$ cat src/rtl/shader_dispatch.sv
// shader_dispatch: pixel stream -> vector-processor requests -> in-order RGB results, with credit-based flow control.
module shader_dispatch #(
  parameter int DATA_WIDTH      = 16,
  parameter int FRAC_BITS       = 8,
  parameter int VECTOR_WIDTH    = 4,
  parameter int X_WIDTH         = 10,
  parameter int Y_WIDTH         = 10,
  parameter int SCREEN_W        = 640,
  parameter int SCREEN_H        = 480,
  parameter int CHECK_SHIFT     = 5,
  parameter int MAX_OUTSTANDING = 4
) (
  input  logic                                 clk,
  input  logic                                 rst,
  input  logic                                 pix_valid,
  output logic                                 pix_ready,
  input  logic [X_WIDTH-1:0]                   pix_x,
  input  logic [Y_WIDTH-1:0]                   pix_y,
  input  logic [3:0]                           shader_select,
  output logic                                 vp_req_valid,
  input  logic                                 vp_req_ready,
  output logic [3:0]                           vp_operation,
  output logic [VECTOR_WIDTH*DATA_WIDTH-1:0]   vp_vec_a,
  output logic [VECTOR_WIDTH*DATA_WIDTH-1:0]   vp_vec_b,
  output logic [DATA_WIDTH-1:0]                vp_scalar,
  input  logic                                 vp_rsp_valid,
  input  logic [VECTOR_WIDTH*DATA_WIDTH-1:0]   vp_result,
  output logic                                 rgb_valid,
  input  logic                                 rgb_ready,
  output logic [7:0]                           rgb_red,
  output logic [7:0]                           rgb_green,
  output logic [7:0]                           rgb_blue,
  output logic                                 rgb_sof,
  output logic [15:0]                          frame_count,
  output logic                                 overflow_err
);
  localparam int D   = DATA_WIDTH;
  localparam int VW  = VECTOR_WIDTH * DATA_WIDTH;
  localparam int AW  = $clog2(MAX_OUTSTANDING);
  localparam int CW  = $clog2(MAX_OUTSTANDING + 1);
  localparam int NXW = X_WIDTH + FRAC_BITS;
  localparam int NYW = Y_WIDTH + FRAC_BITS;
  localparam logic [D-1:0] ONE    = D'(1) << FRAC_BITS;
  localparam logic [D-1:0] HALF   = ONE >> 1;
  localparam logic [D-1:0] ZERO   = '0;
  localparam logic [D-1:0] K_FF00 = D'(16'hFF00);
  localparam logic [D-1:0] K_8000 = D'(16'h8000);
  localparam logic [D-1:0] K_4000 = D'(16'h4000);
  localparam logic [D-1:0] K_C000 = D'(16'hC000);
  logic accept, start, req_hs, rsp_ok, rgb_hs, credit_ok;
  logic [NXW-1:0] nx_w;
  logic [NYW-1:0] ny_w;
  logic req_valid, req_sof, req_chk;
  logic [3:0] mode_q, req_mode;
  logic [D-1:0] nx_q, ny_q, w, scalar;
  logic [3:0][D-1:0] a4;
  logic [4:0] tag_mem [MAX_OUTSTANDING];
  logic [24:0] res_mem [MAX_OUTSTANDING];
  logic [AW-1:0] tag_wr, tag_rd, res_wr, res_rd;
  logic [CW-1:0] tag_cnt, res_cnt;
  logic [CW:0] inflight;
  logic [7:0] l0, l1, l2;
  logic [24:0] dec;
  logic unused_ok;
  assign nx_w = {pix_x, {FRAC_BITS{1'b0}}} / NXW'(SCREEN_W);
  assign ny_w = {pix_y, {FRAC_BITS{1'b0}}} / NYW'(SCREEN_H);
  // The request stage counts against the credit so a stalled request can never overfill the tag FIFO.
  assign inflight  = (CW+1)'(tag_cnt) + (CW+1)'(res_cnt) + (CW+1)'(req_valid);
  assign credit_ok = inflight < (CW+1)'(MAX_OUTSTANDING);
  assign req_hs    = req_valid & vp_req_ready;
  assign pix_ready = ~rst & (~req_valid | req_hs) & credit_ok;
  assign accept    = pix_valid & pix_ready;
  assign start     = accept & (pix_x == '0) & (pix_y == '0);
  assign rsp_ok    = vp_rsp_valid & (tag_cnt != '0);
  assign rgb_valid = res_cnt != '0;
  assign rgb_hs    = rgb_valid & rgb_ready;
  always_comb begin
    w      = (nx_q + D'(frame_count[15:8])) & D'(8'hFF);
    a4     = {K_8000, K_4000, K_C000, K_FF00};
    scalar = ONE;
    case (req_mode)
      4'd0: begin a4 = {K_FF00, ZERO, ZERO, K_FF00}; scalar = nx_q; end
      4'd1: begin a4 = {ZERO, K_FF00, ZERO, K_FF00}; scalar = ny_q; end
      4'd2: begin a4 = {nx_q - HALF, ny_q - HALF, ZERO, ZERO}; scalar = ZERO; end
      4'd3: begin a4 = {K_FF00, K_FF00, K_FF00, K_FF00}; scalar = req_chk ? ONE : ZERO; end
      4'd4: a4 = {w, K_8000, w, K_FF00};
      default: ;
    endcase
  end
  assign vp_req_valid = req_valid;
  assign vp_operation = req_valid ? ((req_mode == 4'd2) ? 4'd5 : 4'd4) : 4'd0;
  assign vp_vec_a     = req_valid ? (VW'(a4) << (VW - 4*D)) : '0;
  assign vp_vec_b     = '0;
  assign vp_scalar    = req_valid ? scalar : '0;
  assign l0  = vp_result[VW-1 -: 8];
  assign l1  = vp_result[VW-D-1 -: 8];
  assign l2  = vp_result[VW-2*D-1 -: 8];
  assign dec = (tag_mem[tag_rd][4:1] == 4'd2) ? {tag_mem[tag_rd][0], l0, l0, ~l0}
                                              : {tag_mem[tag_rd][0], l0, l1, l2};
  assign {rgb_sof, rgb_red, rgb_green, rgb_blue} = rgb_valid ? res_mem[res_rd] : 25'd0;
  assign unused_ok = ^{vp_result, nx_w, ny_w};
  always_ff @(posedge clk or posedge rst) begin
    if (rst) begin
      req_valid    <= 1'b0;
      req_sof      <= 1'b0;
      req_chk      <= 1'b0;
      req_mode     <= '0;
      mode_q       <= '0;
      nx_q         <= '0;
      ny_q         <= '0;
      frame_count  <= '0;
      tag_wr       <= '0;
      tag_rd       <= '0;
      res_wr       <= '0;
      res_rd       <= '0;
      tag_cnt      <= '0;
      res_cnt      <= '0;
      overflow_err <= 1'b0;
    end else begin
      if (accept) begin
        req_valid <= 1'b1;
        nx_q      <= D'(nx_w);
        ny_q      <= D'(ny_w);
        req_chk   <= pix_x[CHECK_SHIFT] ^ pix_y[CHECK_SHIFT];
        req_sof   <= start;
        req_mode  <= start ? shader_select : mode_q;
      end else if (req_hs) req_valid <= 1'b0;
      if (start) begin
        mode_q      <= shader_select;
        frame_count <= frame_count + 16'd1;
      end
      if (req_hs) tag_wr <= tag_wr + AW'(1);
      if (rsp_ok) begin
        tag_rd <= tag_rd + AW'(1);
        res_wr <= res_wr + AW'(1);
      end
      if (rgb_hs) res_rd <= res_rd + AW'(1);
      tag_cnt <= tag_cnt + CW'(req_hs) - CW'(rsp_ok);
      res_cnt <= res_cnt + CW'(rsp_ok) - CW'(rgb_hs);
      if (vp_rsp_valid && tag_cnt == '0) overflow_err <= 1'b1;
    end
  end
  always_ff @(posedge clk) begin
    if (req_hs) tag_mem[tag_wr] <= {req_mode, req_sof};
    if (rsp_ok) res_mem[res_wr] <= dec;
  end
endmodule

$ cat config.mk
export PLATFORM = sky130hd
export DESIGN_NAME = shader_dispatch
export DESIGN_NICKNAME = d
export VERILOG_FILES = /design/src/rtl/shader_dispatch.sv
export SDC_FILE = /design/constraint.sdc
export NUM_CORES = 1
export LEC_CHECK = 0
export BUFFER_PORTS_ARGS = -buffer_cell sky130_fd_sc_hd__buf_2
export CAP_MARGIN = 20
export CELL_PAD_IN_SITES_DETAIL_PLACEMENT = 1
export CELL_PAD_IN_SITES_GLOBAL_PLACEMENT = 1
export CORE_UTILIZATION = 40
export DETAILED_ROUTE_END_ITERATION = 12
export GPL_ROUTABILITY_DRIVEN = 1
export GPL_TIMING_DRIVEN = 0
export PLACE_DENSITY = 0.88
export SLEW_MARGIN = 10
export SYNTH_ARGS = -nofsm -noshare
export SYNTH_HDL_FRONTEND = slang
export SYNTH_SLANG_ARGS = --single-unit
$ cat constraint.sdc
create_clock -name clk -period 8.4 [get_ports clk]
set_input_delay 1.26 -clock clk [delete_from_list [all_inputs] [get_ports clk]]
set_output_delay 1.26 -clock clk [all_outputs]
set_load 0.005 [all_outputs]
======== Yosys cells after proc, flatten, opt, wreduce, memory -nomap -nowiden ========
Memories as Yosys holds them, arrays and structs flattened.
Index checks and enable logic that the tools add are counted.
word-level totals
  word-level logic and storage cells ...... 76
  flip-flop bits (word level) ............. 74
  output and inout bits ................... 193
  input port bits ......................... 94
  memories kept ........................... 2
  bits in writable memories ............... 120
memory list
  name     words  width  rd ports  clocked after memory_dff  write ports  RTL line  RTL
  res_mem  4      25     1         0                         1            58        logic [24:0] res_mem [MAX_OUTSTANDING];
  tag_mem  4      5      1         0                         1            57        logic [4:0] tag_mem [MAX_OUTSTANDING];
operators by class
  add/subtract/negate cells ............... 14
  reduce and logical (&&, ||, !) cells .... 8
  magnitude comparators ................... 1
  mux-type cells .......................... 16
  bitwise gates (word level) .............. 13
  eq/ne operators ......................... 5
  div/mod/pow operators ................... 2
operators by type and width
  cell                      number
  $pmux W64 S5              1
  $mux W64                  1
  $pmux W16 S4              1
  $mux W16                  2
  $sub A16 B8 Y16 const B   2
  $mux W25                  1
  $logic_not A10 Y1         2
  $div A18 B10 Y18 const B  1
  $div A18 B9 Y18 const B   1
  $add A16 B1 Y16 const B   1
  $eq A4 B2 Y1 const B      3
  $mux W9                   1
  $add A2 B1 Y2 const B     4
  $add A8 B8 Y8             1
  $and A1 B1 Y1             8
  $not A8 Y8                1
  $mux W1                   7
  $add A3 B1 Y3             2
  $reduce_bool A3 Y1        2
  $sub A3 B1 Y3             2
  $add A3 B3 Y4             1
  $add A4 B1 Y4             1
  $eq A4 B1 Y1 const B      1
  $eq A4 B3 Y1 const B      1
  10 further kinds          11

======== Logic depth before layout (Yosys ltp) ========
Gate-level depths: netlist of the first run.
  depth after elaboration ................. 8
  mapped depth ............................ 23
  depth with buffers taken out ............ 21

======== Least setup slack after synthesis of the first run ========
OpenSTA, ideal clock, no wires.
  kind .................................... in2reg
  from .................................... input pix_y[4]
  to ...................................... register ny_q[0]
  arrival time ............................ 5.239 ns
  stages .................................. 22
  setup slack ............................. 3.077 ns
  path buffers ............................ 2
  required time ........................... 8.316 ns
  library setup time ...................... 0.084 ns
  cells stage by stage .................... buf_6 > and2_1 > buf_6 > a32oi_2 > nand2_1 > o211a_1 > or3_1 > nor3_1 > nand3_1 > nand3_1 > o21ai_0 > ha_1 > o21ai_0 > nor2_1 > nor3b_1 > o21ai_0 > ha_1 > nor2b_1 > mux2_2 > or3_1 > a22o_1 > a41oi_2
on the way
  longest elaborated chain between the ends .. 1
RTL lines
  what                  RTL line  RTL
  from (decl)           18        input logic [Y_WIDTH-1:0] pix_y,
  $div A18 B9 Y18       66        assign ny_w = {pix_y, {FRAC_BITS{1'b0}}} / NYW'(SCREEN_H);
  to (signal assigned)  123       ny_q <= D'(ny_w);
  to (decl)             55        logic [D-1:0] nx_q, ny_q, w, scalar;
Every way passes these cells.
A chain may end at the register's enable or synchronous reset.

======== Worst setup path in the final report of the first run ========
  from .................................... input pix_y[9]
  to ...................................... register ny_q[0]
Same word-level chain as after synthesis.

==> results of run 1 <==
[final cells by class]
| class | instances | area, um2 |
|---|---|---|
| Clock buffer | 17 | 425.4 |
| Inverter | 41 | 156.4 |
| Tap cell | 372 | 465.4 |
| Buffer | 158 | 1042 |
| Sequential cell | 181 | 5130 |
| Multi-Input combinational cell | 725 | 5201 |
| Fill cell | 3095 | 13840 |
| Clock inverter | 15 | 171.4 |
| Timing Repair Buffer | 162 | 820.8 |
[kinds of logic after synthesis]
group | synth area share (%)
fa+ha+maj | 4.261
compound gates | 13.17
xor+xnor | 3.681
other cells | 0.03343
flops | 45.73
mux | 8.911
buf+inv | 10.66
simple gates | 13.55
[metal layers]
metal  part of all wire (%)  up-vias  routed length, um  GRT usage [%]
met5                  0.073        -                 23              0
met4                    1.7        4                528          5.523
met3                    4.5       43               1418          3.731
met2                     53      275              16550          41.40
met1                     41     4294              12840          26.47
li1                       -     4063                  -              -
[state kept, by name, summed over array words and instances (netlist names), 2 cells and up]
name	count
tag_cnt	3
tag_wr	2
res_mem	100
mode_q	4
res_rd	2
ny_q	10
frame_count	16
tag_mem	20
nx_q	9
tag_rd	2
res_cnt	3
req_mode	4
res_wr	2
[metrics by stage]
step / utilization [%] / power (mW)
2_1_floorplan: - / 2.143
3_3_place_gp: 46.92 / 2.549
3_5_place_dp: 47.03 / 2.645
4_1_cts: 49.22 / 3.450
5_1_grt: 49.22 / 3.626
6_report: 49.22 / 3.421
[synthesized netlist by cell type (all sizes together) (6+ instances only)]
master    n  share of area [%]
nand3    15               0.78
a31oi    10               0.61
mux2     22                2.2
xor2     14                1.1
mux2i    14                1.2
o211a     8               0.71
inv      40                1.3
nand2    66                2.2
and3      7               0.39
and2     47                2.6
dfrtp    61                 14
o22ai    12               0.72
or3       6               0.38
nand2b   13               0.72
mux4     27                5.4
nor3     17               0.76
clkbuf   30                1.0
a21oi    40                1.8
a211oi    7               0.51
edfxtp  120                 32
o21ai    61                2.8
ha       31                3.5
nor2     62                2.1
nor4      8               0.64
nand4     7               0.39
nor2b    11               0.61
buf     128                8.3
a21o     14               0.94
o21a      9               0.67
xnor2    31                2.6
o211ai    9               0.69
[power by group through the flow]
stage	sequential [mW]	combinational, mW	clock [mW]
final	1.30	1.32	0.801
after global routing	1.31	1.47	0.846
after CTS	1.30	1.34	0.816
after detailed placement	1.31	1.33	0
after global placement	1.30	1.25	0
after floorplan	1.25	0.894	0
[worst paths after layout]
check	startpoint	end	slack [ns]	cells past startpoint
setup reg to reg	tag_cnt[2]$_DFF_PP0_	frame_count[15]$_DFFE_PP0P_	4.31	12
min in group asynchronous	rst	tag_rd[0]$_DFFE_PP0P_	1.00	2
hold / removal	overflow_err$_DFFE_PP0P_	overflow_err$_DFFE_PP0P_	0.45	1
max in group asynchronous	rst	frame_count[5]$_DFFE_PP0P_	6.88	2
setup / recovery	pix_y[9]	ny_q[0]$_DFFE_PP0P_	2.68	24
hold reg to reg	overflow_err$_DFFE_PP0P_	overflow_err$_DFFE_PP0P_	0.45	1
[cell usage in the layout, fill, tap and decap left out, types with 17 or more instances in the layout]
| master | instances |
|---|---|
| ha_1 | 31 |
| conb_1 | 80 |
| mux4_2 | 27 |
| buf_4 | 104 |
| buf_2 | 172 |
| clkbuf_16 | 17 |
| nor3_1 | 17 |
| xnor2_1 | 30 |
| a21oi_1 | 40 |
| mux2_2 | 21 |
| inv_1 | 39 |
| o21ai_0 | 56 |
| dfrtp_1 | 61 |
| nand2_1 | 66 |
| clkbuf_1 | 30 |
| edfxtp_1 | 120 |
| nor2_1 | 62 |
| and2_1 | 42 |
==> flow_summary_export.csv, run 1 <==
group,metric,value,unit
status,status,"finished clean",
power_and_ir_drop,p_sw_share,36.51,%
logic_synthesis,post_synth_inst_count,1026,
power_and_ir_drop,power_frac_comb,38.7,%
die,die_h,169.5,um
critical_path,cp_slowest_stage_delay,0.38,ns
cts,cts_root_buffer,"clkbuf_16",
logic_synthesis,ys_seq_area_share,45.73,%
drt,post-route-drc-count,0,
cts,cts_made_buffers,17,
finish,layout-drive-gt1-share,30.25,%
timing,final.setup.tns,0,ns
timing,final_number_of_hold_violating_endpoints,0,
placed_design,globalplace.congestion,0.8981,
drt,routed_wl,31370,um
finish,post-route-cell-area,13410,um2
placed_design,count_of_placed_standard_cells_including_taps,1639,
logic_synthesis,ys_warn_count,0,
critical_path,cp-start-kind,"primary input",
placed_design,placed_cell_area,12820,um2
power_and_ir_drop,power.share.clock,23.4,%
drt,detail_route.wl_per_cell,18.77,um
timing,final_period_minus_worst_setup_slack,5.716,ns
critical_path,ordered_cell_list_for_the_critical_path,"buf_2 -> buf_2 -> a31oi_1 -> and2_1 -> buf_1 -> nor3_1 -> o211a_1 -> or3_1 -> nor3_1 -> nand3_1 -> nand3_1 -> o21ai_0 -> ha_1 -> o21ai_0 -> nor2_1 -> nor3b_1 -> o21ai_0 -> ha_1 -> nand2_1 -> a2111oi_1 -> mux2_2 -> or3_1 -> a22o_1 -> a41oi_2",
cts,hold_buffers,0,
timing,timing.final.crit_share,68.05,%
timing,final-max-slew-violation-count,0,
critical_path,cpLargestDelayFamily,"simple AND/OR/NAND/NOR gates",
logic_synthesis,primary_ff_master_synth,"edfxtp_1",
cts,postCtsResizedCells,0,
die,coreArea,27250,um2
placed_design,dp_slack,2.319,ns
die,io_pins,287,
critical_path,worst-endpoint-arrival,6.08,ns
logic_synthesis,synth.lib_cells_used.distinct,91,
die,row_cnt,60,
logic_synthesis,synthesis.area,11220,um2
timing,fmax,174.9,MHz
critical_path,maximum_fanout_along_the_worst_path,10,
timing,final.setup.worst_slack,2.684,ns
finish,diodes,0,
logic_synthesis,asyncSetResetFlopFracSynth,33.70,%
critical_path,setup.worst_path.class,"primary input to flop",
die,dieArea,28720,um2
finish,fin_nets,1414,
placed_design,io_buffer_count,161,
timing,grt_setup_unrepaired,"no",
cts,cts.sinks,181,
cts,cts_max_path_buffers,2,
timing,finalSetupViolCount,0,
power_and_ir_drop,cellPowerDensity,255.1,nW/um2
critical_path,slowest_cp_cell,"or3_1",
flow_run,max_cap_violations,0,
power_and_ir_drop,power.static_leakage,5.984,nW
critical_path,end_kind,"flop",
grt,grtUsageTotal,22.26,%
logic_synthesis,synthesis_stage_register_bit_count,181,
critical_path,timing.critical_path.buf_inv,3,
grt,globalRouteOverflowTotal,0,
grt,largest_net_degree_at_the_start_of_global_routing,62,
cts,clock_pin_slew_worst_setup_and_hold_paths,0.08,ns
grt,grt_antenna_before_repair,2,
logic_synthesis,synth_edf_count,120,
finish,area_growth,19.56,%
drt,routed-via-count,8679,
timing,worst_slew_margin_rel,37.81,%
grt,first_global_vias,8958,
timing,worst_pin_slew,0.9329,ns
die,initial_core_util,41.17,%
power_and_ir_drop,power.internal,2.172,mW
hold_path,worst_hold_path_type,"flop to flop",
drt,drt_first_pass_iters,5,
critical_path,cp.required,8.76,ns
power_and_ir_drop,power.switching,1.249,mW
timing,fin_hold_ws,0.4547,ns
drt,number_of_vias_per_cell,5.194,
drt,final_antenna_net_count,0,
die,die_wd,169.5,um
cts,clock_tree_from_tritoncts,"yes",
cts,htree_levels,4,
cts,post-cts-setup-buffer-count,0,
power_and_ir_drop,worst_ir_drop_vdd,0.0001928,V
drt,drt_iter0_drc,611,
grt,grt_first_pass_wirelength,49250,um
finish,fin_cells,1671,
timing,skew,0.01474,ns
logic_synthesis,syn_avg_cell_area,10.93,um2
cts,clock_latency,0.44,ns
critical_path,worst_path_most_repeated_cell,"o21ai_0",
placed_design,place.detailed.hpwl,24070,um
power_and_ir_drop,seq_power_share,37.9,%
Power figures use the tool's default switching activity.
==> run 2: changes to the inputs <==
- clock period: 8.4 -> 5.3 ns (I/O delays scaled with it)
==> run 2 against run 1 <==
  * Core utilization is 0.14 points higher
  * Highest routed layer unchanged
  * Worst setup slack lost 2.4 ns
  * Register-to-register slack lost 3.1 ns
  * Largest cell class unchanged
  * Non-clock buffer count did not move
  * Clock power is 59% higher
==> flow_summary_export.csv, run 2 (synthesized netlist as in run 1, its figures left out) <==
group,metric,value,unit
cts,cts_root_buffer,"clkbuf_16",
grt,grtUsageTotal,22.26,%
grt,globalRouteOverflowTotal,0,
timing,timing.final.crit_share,94.68,%
critical_path,cp.required,5.66,ns
status,status,"finished clean",
placed_design,dp_slack,-0.3157,ns
critical_path,setup.worst_path.class,"primary input to flop",
critical_path,cp_slowest_stage_delay,0.39,ns
cts,htree_levels,4,
critical_path,slowest_cp_cell,"or3_1",
drt,drt_iter0_drc,593,
hold_path,hold_end,"overflow_err$_DFFE_PP0P_",
power_and_ir_drop,power.static_leakage,5.996,nW
grt,first_global_vias,8958,
finish,fin_nets,1414,
placed_design,globalplace.congestion,0.8981,
drt,final_antenna_net_count,0,
finish,layout.cells.most_common,"buf_2",
timing,worst_pin_slew,0.9268,ns
timing,final.setup.tns,0,ns
timing,final-max-slew-violation-count,0,
timing,final_number_of_hold_violating_endpoints,0,
cts,cts_max_path_buffers,2,
finish,n_fill_cell,3095,
finish,reg_top3,"res_mem x100, tag_mem x20, frame_count x16",
critical_path,end_kind,"flop",
die,io_pins,287,
drt,number_of_vias_per_cell,5.187,
finish,area.sequential,5130,um2
timing,fin_hold_ws,0.4547,ns
drt,post-route-drc-count,0,
timing,fmax,199.3,MHz
cts,clock_tree_from_tritoncts,"yes",
cts,clock_latency,0.44,ns
placed_design,io_buffer_count,161,
finish,largest_register_ffs,100,
drt,routed-via-count,8667,
critical_path,worst_path_most_repeated_cell,"o21ai_0",
critical_path,ordered_cell_list_for_the_critical_path,"buf_2 -> clkbuf_4 -> xor2_2 -> mux2i_1 -> a21oi_1 -> o211a_1 -> or3_1 -> nor3_2 -> nand3_1 -> nand3_1 -> o21ai_0 -> ha_1 -> o21ai_0 -> nor2_2 -> nor3b_2 -> o21ai_0 -> ha_1 -> nand2_1 -> a2111oi_1 -> mux2_2 -> or3_1 -> a22o_1 -> a41oi_2",
placed_design,count_of_placed_standard_cells_including_taps,1639,
die,die_h,169.5,um
timing,final.setup.worst_slack,0.2822,ns
timing,finalSetupViolCount,0,
die,coreArea,27250,um2
critical_path,r2r_cells,12,
hold_path,worst_hold_path_type,"flop to flop",
cts,cts_made_buffers,17,
grt,grt_first_pass_wirelength,49250,um
hold_path,min_delay_path_depth,1,
finish,final_cell_mix,"buf_2 (171), edfxtp_1 (120), buf_4 (105), conb_1 (80), nand2_1 (66)",
finish,post-route-cell-area,13450,um2
critical_path,r2r_setup_slk,1.23,ns
finish,largest_register,"res_mem",
die,initial_core_util,41.17,%
power_and_ir_drop,worst_ir_drop_vdd,0.0003050,V
cts,clock_pin_slew_worst_setup_and_hold_paths,0.08,ns
die,row_cnt,60,
critical_path,rr_endpoint,"frame_count[15]$_DFFE_PP0P_",
drt,drt_first_pass_iters,5,
finish,fin_cells,1671,
die,dieArea,28720,um2
drt,routed_wl,31590,um
power_and_ir_drop,cellPowerDensity,403.4,nW/um2
die,die_wd,169.5,um
timing,final_period_minus_worst_setup_slack,5.018,ns
hold_path,min_from,"overflow_err$_DFFE_PP0P_",
grt,largest_net_degree_at_the_start_of_global_routing,62,
placed_design,place.detailed.hpwl,24070,um
critical_path,worst-endpoint-arrival,5.38,ns
drt,detail_route.wl_per_cell,18.91,um
placed_design,placed_cell_area,12820,um2
finish,final_util,49.36,%
power_and_ir_drop,finalPower,5.426,mW
timing,skew,0.01419,ns
timing,worst_slew_margin_rel,38.21,%
critical_path,regToRegStartpoint,"tag_cnt[2]$_DFF_PP0_",
critical_path,cp-start-kind,"primary input",
finish,multi_input_gate_area_in_the_final_layout,5234,um2
finish,diodes,0,
finish,layout-drive-gt1-share,30.72,%
cts,cts.sinks,181,
critical_path,maximum_fanout_along_the_worst_path,10,
flow_run,max_cap_violations,0,
finish,area_growth,19.91,%
grt,grt_antenna_before_repair,2,
[run 2: critical path, delay by kind of cell]
kind | cells | cell delay [ns]
xor+xnor | 1 | 0.18
simple gates | 8 | 1.60
buf+inv | 2 | 0.32
fa+ha+maj | 2 | 0.65
mux | 2 | 0.63
compound gates | 8 | 1.22
[run 2: area by class of cell]
cell class,count,area share (%)
sequential,181,38.14
clock buffer,17,3.162
tap,372,3.460
timing repair buffer,163,6.158
multi-input combinational,725,38.91
buffer,157,7.739
clock inverter,15,1.274
inverter,41,1.163
[run 2: worst max-delay path by stage]
stage | slack [ns] | from | depth (start not counted) | end
2_1_floorplan | 0.44 | pix_y[4] | 22 | ny_q[0]$_DFFE_PP0P_
3_3_place_gp | -0.13 | pix_y[9] | 24 | ny_q[0]$_DFFE_PP0P_
3_5_place_dp | -0.32 | pix_y[9] | 24 | ny_q[0]$_DFFE_PP0P_
4_1_cts | 0.14 | pix_y[9] | 24 | ny_q[0]$_DFFE_PP0P_
5_1_grt | -0.02 | pix_y[5] | 24 | ny_q[0]$_DFFE_PP0P_
6_report | 0.28 | pix_y[9] | 23 | ny_q[0]$_DFFE_PP0P_
[run 2: metal layers]
metal	GRT usage (%)	vias up	share of wire [%]
li1	-	4057	-
met4	5.523	4	1.6
met2	41.40	261	53
met3	3.731	41	4.2
met5	0	-	0.073
met1	26.47	4304	41
[run 2: repair_timing]
action	4_1_cts	5_1_grt
gates resized for setup	0	7
hold buffers	0	0
buffers inserted	0	1
setup endpoints to repair	0	2
[run 2: where the power goes]
group	internal, mW	switching [mW]	total, mW
Sequential	1.84	0.214	2.06
Combinational	0.960	1.14	2.10
Clock	0.640	0.629	1.27
Total	3.44	1.98	5.43
